**src/rtl/dmem_access_arbiter.sv**
```systemverilog
// Round-robin arbiter sequencing two requesters onto the byte-lane data memory.
// Optional misalignment rejection is enabled by defining DMEM_ARB_ALIGN_CHK_EN.
module dmem_access_arbiter #(
  parameter int DATA_WIDTH = 32,
  parameter int ADDR_WIDTH = 4
) (
  input  logic                  clock,
  input  logic                  reset,
  input  logic                  req0,
  input  logic                  we0,
  input  logic [ADDR_WIDTH+1:0] addr0,
  input  logic [DATA_WIDTH-1:0] wdata0,
  input  logic [1:0]            dtype0,
  output logic                  ack0,
  input  logic                  req1,
  input  logic                  we1,
  input  logic [ADDR_WIDTH+1:0] addr1,
  input  logic [DATA_WIDTH-1:0] wdata1,
  input  logic [1:0]            dtype1,
  output logic                  ack1,
  output logic [DATA_WIDTH-1:0] rdata,
  output logic                  busy,
  output logic                  err,
  output logic [ADDR_WIDTH+1:0] mem_addr,
  output logic [DATA_WIDTH-1:0] mem_data,
  output logic [1:0]            mem_dtype,
  output logic                  mem_wr,
  output logic                  mem_rd,
  input  logic [DATA_WIDTH-1:0] mem_rdata
);

  localparam logic [1:0] IDLE  = 2'd0;
  localparam logic [1:0] ISSUE = 2'd1;
  localparam logic [1:0] WAIT  = 2'd2;
  localparam logic [1:0] RESP  = 2'd3;

  logic [1:0]            state;
  logic                  last_grant;
  logic                  cur_we;
  logic                  pick;
  logic                  sel_we;
  logic [ADDR_WIDTH+1:0] sel_addr;
  logic [DATA_WIDTH-1:0] sel_wdata;
  logic [1:0]            sel_dtype;
  logic                  sel_rej;

  // On a tie the port that did not win last time gets the slot.
  always_comb begin
    pick = 1'b0;
    if (req0 && req1) begin
      pick = ~last_grant;
    end else if (req1) begin
      pick = 1'b1;
    end
  end

  assign sel_we    = pick ? we1    : we0;
  assign sel_addr  = pick ? addr1  : addr0;
  assign sel_wdata = pick ? wdata1 : wdata0;
  assign sel_dtype = pick ? dtype1 : dtype0;

`ifdef DMEM_ARB_ALIGN_CHK_EN
  logic cur_rej;

  // Bytes are always aligned; halfwords may not straddle the word boundary.
  always_comb begin
    sel_rej = 1'b0;
    case (sel_dtype)
      2'b01:   sel_rej = 1'b0;
      2'b10:   sel_rej = (sel_addr[1:0] == 2'b11);
      default: sel_rej = (sel_addr[1:0] != 2'b00);
    endcase
  end

  always_ff @(posedge clock or posedge reset) begin
    if (reset) begin
      cur_rej <= 1'b0;
    end else if (state == IDLE && (req0 || req1)) begin
      cur_rej <= sel_rej;
    end
  end

  assign err = (state == RESP) && cur_rej;
`else
  assign sel_rej = 1'b0;
  assign err     = 1'b0;
`endif

  always_ff @(posedge clock or posedge reset) begin
    if (reset) begin
      state      <= IDLE;
      last_grant <= 1'b1;
      cur_we     <= 1'b0;
      mem_addr   <= '0;
      mem_data   <= '0;
      mem_dtype  <= 2'b00;
      rdata      <= '0;
    end else begin
      case (state)
        IDLE: begin
          if (req0 || req1) begin
            last_grant <= pick;
            cur_we     <= sel_we;
            mem_addr   <= sel_addr;
            mem_data   <= sel_wdata;
            mem_dtype  <= sel_dtype;
            state      <= sel_rej ? RESP : ISSUE;
          end
        end
        ISSUE:   state <= cur_we ? RESP : WAIT;
        WAIT: begin
          rdata <= mem_rdata;
          state <= RESP;
        end
        RESP:    state <= IDLE;
        default: state <= IDLE;
      endcase
    end
  end

  // last_grant doubles as the owner of the access in flight.
  assign busy   = (state != IDLE);
  assign ack0   = (state == RESP) && !last_grant;
  assign ack1   = (state == RESP) && last_grant;
  assign mem_wr = (state == ISSUE) && cur_we;
  assign mem_rd = ((state == ISSUE) && !cur_we) || (state == WAIT);

endmodule

```
**config.mk**
```make
export PLATFORM = sky130hd
export DESIGN_NAME = dmem_access_arbiter
export DESIGN_NICKNAME = d
export VERILOG_FILES = /design/src/rtl/dmem_access_arbiter.sv
export SDC_FILE = /design/constraint.sdc
export NUM_CORES = 1
export LEC_CHECK = 0
export ABC_AREA = 1
export CAP_MARGIN = 20
export CORE_MARGIN = 2
export CORE_UTILIZATION = 40
export DETAILED_ROUTE_END_ITERATION = 16
export GPL_TIMING_DRIVEN = 0
export HOLD_SLACK_MARGIN = 0.15
export PLACE_DENSITY = 0.85
export SETUP_SLACK_MARGIN = 0.15
export SYNTH_ARGS = -nofsm -noshare
export SYNTH_HDL_FRONTEND = slang
export SYNTH_SLANG_ARGS = --single-unit
```
**constraint.sdc**
```tcl
create_clock -name clock -period 3.45 [get_ports clock]
set_clock_uncertainty 0.15 [all_clocks]
set_input_delay 0.69 -clock clock [delete_from_list [all_inputs] [get_ports clock]]
set_output_delay 0.69 -clock clock [all_outputs]
set_load 0.05 [all_outputs]
```
Yosys cells after proc, flatten, opt, wreduce, memory -nomap -nowiden. Index checks and enable logic that the tools add are counted.

Flip-flop bits (word level): 76. Bits of input ports: 118. Output and inout port bits: 78. Word-level logic and storage cells: 33.

Equal/unequal tests: 4. Muxes and demuxes: 9. Bitwise logic cells: 1. Reductions and logical operators: 12.

Operators with widths (number): $mux W32 (1); $pmux W2 S4 (1); $mux W6 (1); $logic_and A1 B1 Y1 (5); $eq A2 B2 Y1 const B (2); $mux W1 (4); $mux W2 (2); $eq A2 B1 Y1 const B (1); $logic_not A1 Y1 (2); $logic_not A2 Y1 (1); $logic_or A1 B1 Y1 (2); $ne A2 B2 Y1 const B (1); $reduce_and A2 Y1 (1); $reduce_bool A2 Y1 (1); $not A1 Y1 (1).

Depth between registers and ports, before layout.
Depth in word-level cells: 3. Mapped depth: 7. Mapped depth without buffers: 6.

Least setup slack after synthesis. Ideal clock, no wire load.

Path type: reg-to-output. Start: reg state[1]. End: out mem_rd. Arrival time: 1.746 ns. Data required time: 2.610 ns. Path slack: 0.864 ns. Stages on the path, launching flop included: 5. Buffers on the path: 0. Cell sequence: dfrtp_1 inv_1 ha_1 inv_1 o21ai_0.

Word-level cells in the longest chain between the ends: 3. Elaborated cells on any way between the ends: 4. Those cells by class: 2 x eq/ne; 2 x reduce/logical.

Ends and longest elaborated chain: start: declaration (RTL line 37) `logic [1:0] state;`; start signal: assignment (RTL line 107) `state <= sel_rej ? RESP : ISSUE;`; start signal: assignment (RTL line 110) `ISSUE: state <= cur_we ? RESP : WAIT;`; $eq A2 B1 Y1 (RTL line 126) `assign mem_rd = ((state == ISSUE) && !cur_we) || (state == WAIT);`; $logic_and A1 B1 Y1 (RTL line 126); $logic_or A1 B1 Y1 * (RTL line 126); end: declaration (RTL line 28) `output logic mem_rd,`.

Every way passes the cells marked *; elsewhere a longest branch is shown, timed or not.

Final worst setup path.
Start: reg state[0]. End: out mem_rd.

The elaborated chain is that of the path after synthesis.

==> flow_metrics.py <==
metrics = {
    "outcome": {
        "status": "finished, final reports clean",
    },
    "worst_hold_path": {
        "min_path_cells": 2,
        "hp-class": "flip-flop to flip-flop",
        "holdPathEnd": "rdata[2]",
        "min_from": "rdata[2]",
    },
    "cells_and_area": {
        "fillerInstances": 768,
        "drive_gt1_frac": 0.0589,
        "fin_nets": 847,
        "syn2layout_area_growth_pct": 61.8,
        "diodes": 0,
        "final_util": 0.662,
    },
    "worst_setup_path": {
        "critPathCaptureType": "output port",
        "ff2ff_setup_slack_ns": 1.75,
        "arrival_ns": 2.24,
        "reg2reg_to": "mem_data[13]",
        "worst-setup-path-type": "flip-flop to output port",
        "r2r_start": "state[1]",
        "crit_chain": "inv_1 > ha_1 > clkbuf_1 > inv_1 > buf_2 > o21ai_0 > dlygate4sd2_1",
        "cpPeakStageDelay_ns": 0.57,
        "crit_top_cell": "inv_1",
        "cp-start-kind": "flip-flop",
        "path_max_fanout": 10,
        "crit_slowest_cell": "dlygate4sd2_1",
        "worstPathRequired_ns": 2.61,
        "r2r.worst_path.cells": 7,
    },
    "place": {
        "port_buffers": 193,
        "place_hpwl_um": 8550,
        "gp_congestion": 0.841,
    },
    "synth": {
        "synth_nets": 642,
        "syn_area_sq_um": 3760,
        "ys_warn_count": 0,
        "muxShareOfSynthArea": 0,
        "synthXorXnorAreaFrac": 0,
        "synth_top_family_by_area": "simple AND/OR/NAND/NOR gates",
        "syn_area_per_cell_sq_um": 7.23,
        "ys_seq_elements": 76,
        "synthAdderAreaFrac": 0.0133,
        "synth_compound_area_frac": 0.00898,
        "ys_types": 17,
        "synth-simple-area-share": 0.344,
        "ys_seq_area_frac": 0.506,
        "syn-instance-count": 520,
    },
    "clocking": {
        "clock-root-buffer": "clkbuf_8",
        "cts_buffers": 9,
        "cts.clk_slew.worst_paths_ns": 0.07,
        "cts_sinks": 76,
        "postCtsSetupRepairBufs": 0,
        "clockBufferDepth": 2,
        "cts_hold_buf": 0,
        "clock_latency_ns": 0.33,
        "tritoncts": "done",
        "cts_max_level": 3,
    },
    "floorplanning": {
        "initial_core_util": 0.409,
        "die_area_sq_um": 10200,
        "die_h_um": 101,
        "placementRows": 35,
        "dieWidth_um": 101,
        "ioPinCount": 196,
        "core_area_sq_um": 9200,
    },
    "pwr": {
        "power_frac_seq": 0.261,
        "p_comb_frac": 0.617,
        "p_sw_frac": 0.513,
        "clkPwrFrac": 0.122,
        "power_density_nw_per_um2": 1010,
        "ir_worst_vdd_uv": 558,
        "p_int_uw": 3000,
        "p_leak_uw": 0.00323,
        "p_switching_uw": 3150,
    },
    "global_routing": {
        "grt_pass1_wl_um": 17500,
        "antenna_found_initial": 0,
        "gr-total-overflow": 0,
        "grt_max_degree": 75,
        "grt_pass1_vias": 3855,
        "grt_use_total": 0.217,
    },
    "timing": {
        "slew_headroom": 0.623,
        "post-route-min-period_ns": 3.08,
        "rsz0062_at_grt": "false",
        "slew_viol_final": 0,
        "post-route-period-util": 0.893,
        "worstMarginPinSlew_ns": 0.564,
        "max_clock_freq_ghz": 0.325,
        "setup-violations-final": 0,
        "setup_tns_ns": 0,
        "hold_viol": 0,
    },
    "drt": {
        "dr.pass1.iters": 4,
        "drc": 0,
        "drt-vias-per-instance": 4.72,
        "wire_per_inst_um": 13.1,
        "drt-total-wl_um": 11000,
        "via_count": 3972,
        "first_iter_violations": 112,
        "ant_nets": 0,
    },
    "job": {
        "cap_violations": 0,
    },
}
==> sequential cells by signal (all words and copies together), names as in the netlist <==
signal,count
cur_we,1
state,2
last_grant,1
mem_data,32
mem_addr,6
mem_dtype,2
rdata,32
==> metrics by stage <==
stage | worst slack, ns | std cells | hold slack, ns | power [uW] | instance area, sq um
floorplan | 0.673 | 520 | 0.315 | 4060 | 3760
global placement | -0.477 | 824 | 0.302 | 5340 | 5830
detailed placement | 0.448 | 825 | 0.310 | 5430 | 5860
CTS | 0.358 | 841 | 0.327 | 6190 | 6090
global route | 0.195 | 841 | 0.351 | 6520 | 6090
finish | 0.369 | 841 | 0.323 | 6150 | 6090
==> power groups by stage <==
stage	clock (uW)	combinational (uW)	sequential, uW
finish	749	3800	1610
detailed placement	0	3820	1610
floorplan	0	1020	3040
global route	810	4050	1650
CTS	769	3820	1600
global placement	0	3740	1590
==> cell usage after synthesis (all sizes together) <==
cell type  number  area share
inv            91       0.091
buf            18       0.025
dfstp           1      0.0070
conb            1      0.0010
nand2         228        0.23
nand3          82        0.11
nor2            3      0.0057
clkbuf         11       0.011
ha              4       0.013
dfrtp          75        0.50
o21ai           6      0.0090
==> logic make-up (layout without fill, tap and decap cells) <==
logic type | Yosys count | in the layout
other | 1 | 1
AOI/OAI and AO/OA | 6 | 6
and+or+nand+nor | 313 | 313
buffers and inverters | 120 | 330
DFF | 76 | 76
adders and majority gates | 4 | 4
==> final cells by class <==
type	instances	area (sq um)	share of cell area
multi-input combinational	324	1380	0.227
clock buffer	10	138	0.0226
clock inverter	6	87.6	0.0144
sequential	76	1900	0.313
buffer	29	136	0.0224
inverter	91	344	0.0565
timing repair buffer	194	1960	0.322
tap	111	139	0.0228
==> placed cells by master (no fill, tap or decap), drive strengths merged <==
| cell type | n |
|---|---|
| dlygate4sd2 | 1 |
| conb | 1 |
| dfrtp | 75 |
| ha | 4 |
| nand2 | 228 |
| clkdlybuf4s50 | 192 |
| clkinv | 4 |
| clkbuf | 21 |
| dfstp | 1 |
| o21ai | 6 |
| inv | 91 |
| nand3 | 82 |
| buf | 19 |
| nor2 | 3 |
| bufinv | 2 |
==> per-layer routing <==
metal,up-vias,GRT usage,wire [um]
met5,-,0,0
met4,0,0.0852,257
met3,25,0.0527,812
met2,175,0.373,5410
met1,1821,0.262,4560
li1,1951,-,-
==> how the worst max path moves through the flow <==
stage,startpoint,endpoint,slack [ns]
floorplan,reset,cur_we,0.67
global placement,reset,mem_data[5],-0.48
detailed placement,state[0],mem_rd,0.45
CTS,state[0],mem_rd,0.36
global route,state[0],mem_rd,0.20
finish,state[0],mem_rd,0.37
==> critical path, delay by kind of cell, from the launching register on <==
family / cells / cell delay [ns]
adder cells (fa/ha/maj): 1 / 0.14
buffers and inverters: 5 / 1.25
flip-flops: 1 / 0.42
AO/OA/AOI/OAI: 1 / 0.10
==> repair_timing <==
| item | in CTS | in global routing |
|---|---|---|
| setup endpoints to repair | 1 | 0 |
| resized for setup | 1 | 0 |
| endpoints found under the hold margin | 0 | 0 |
Power figures use the tool's default switching activity.
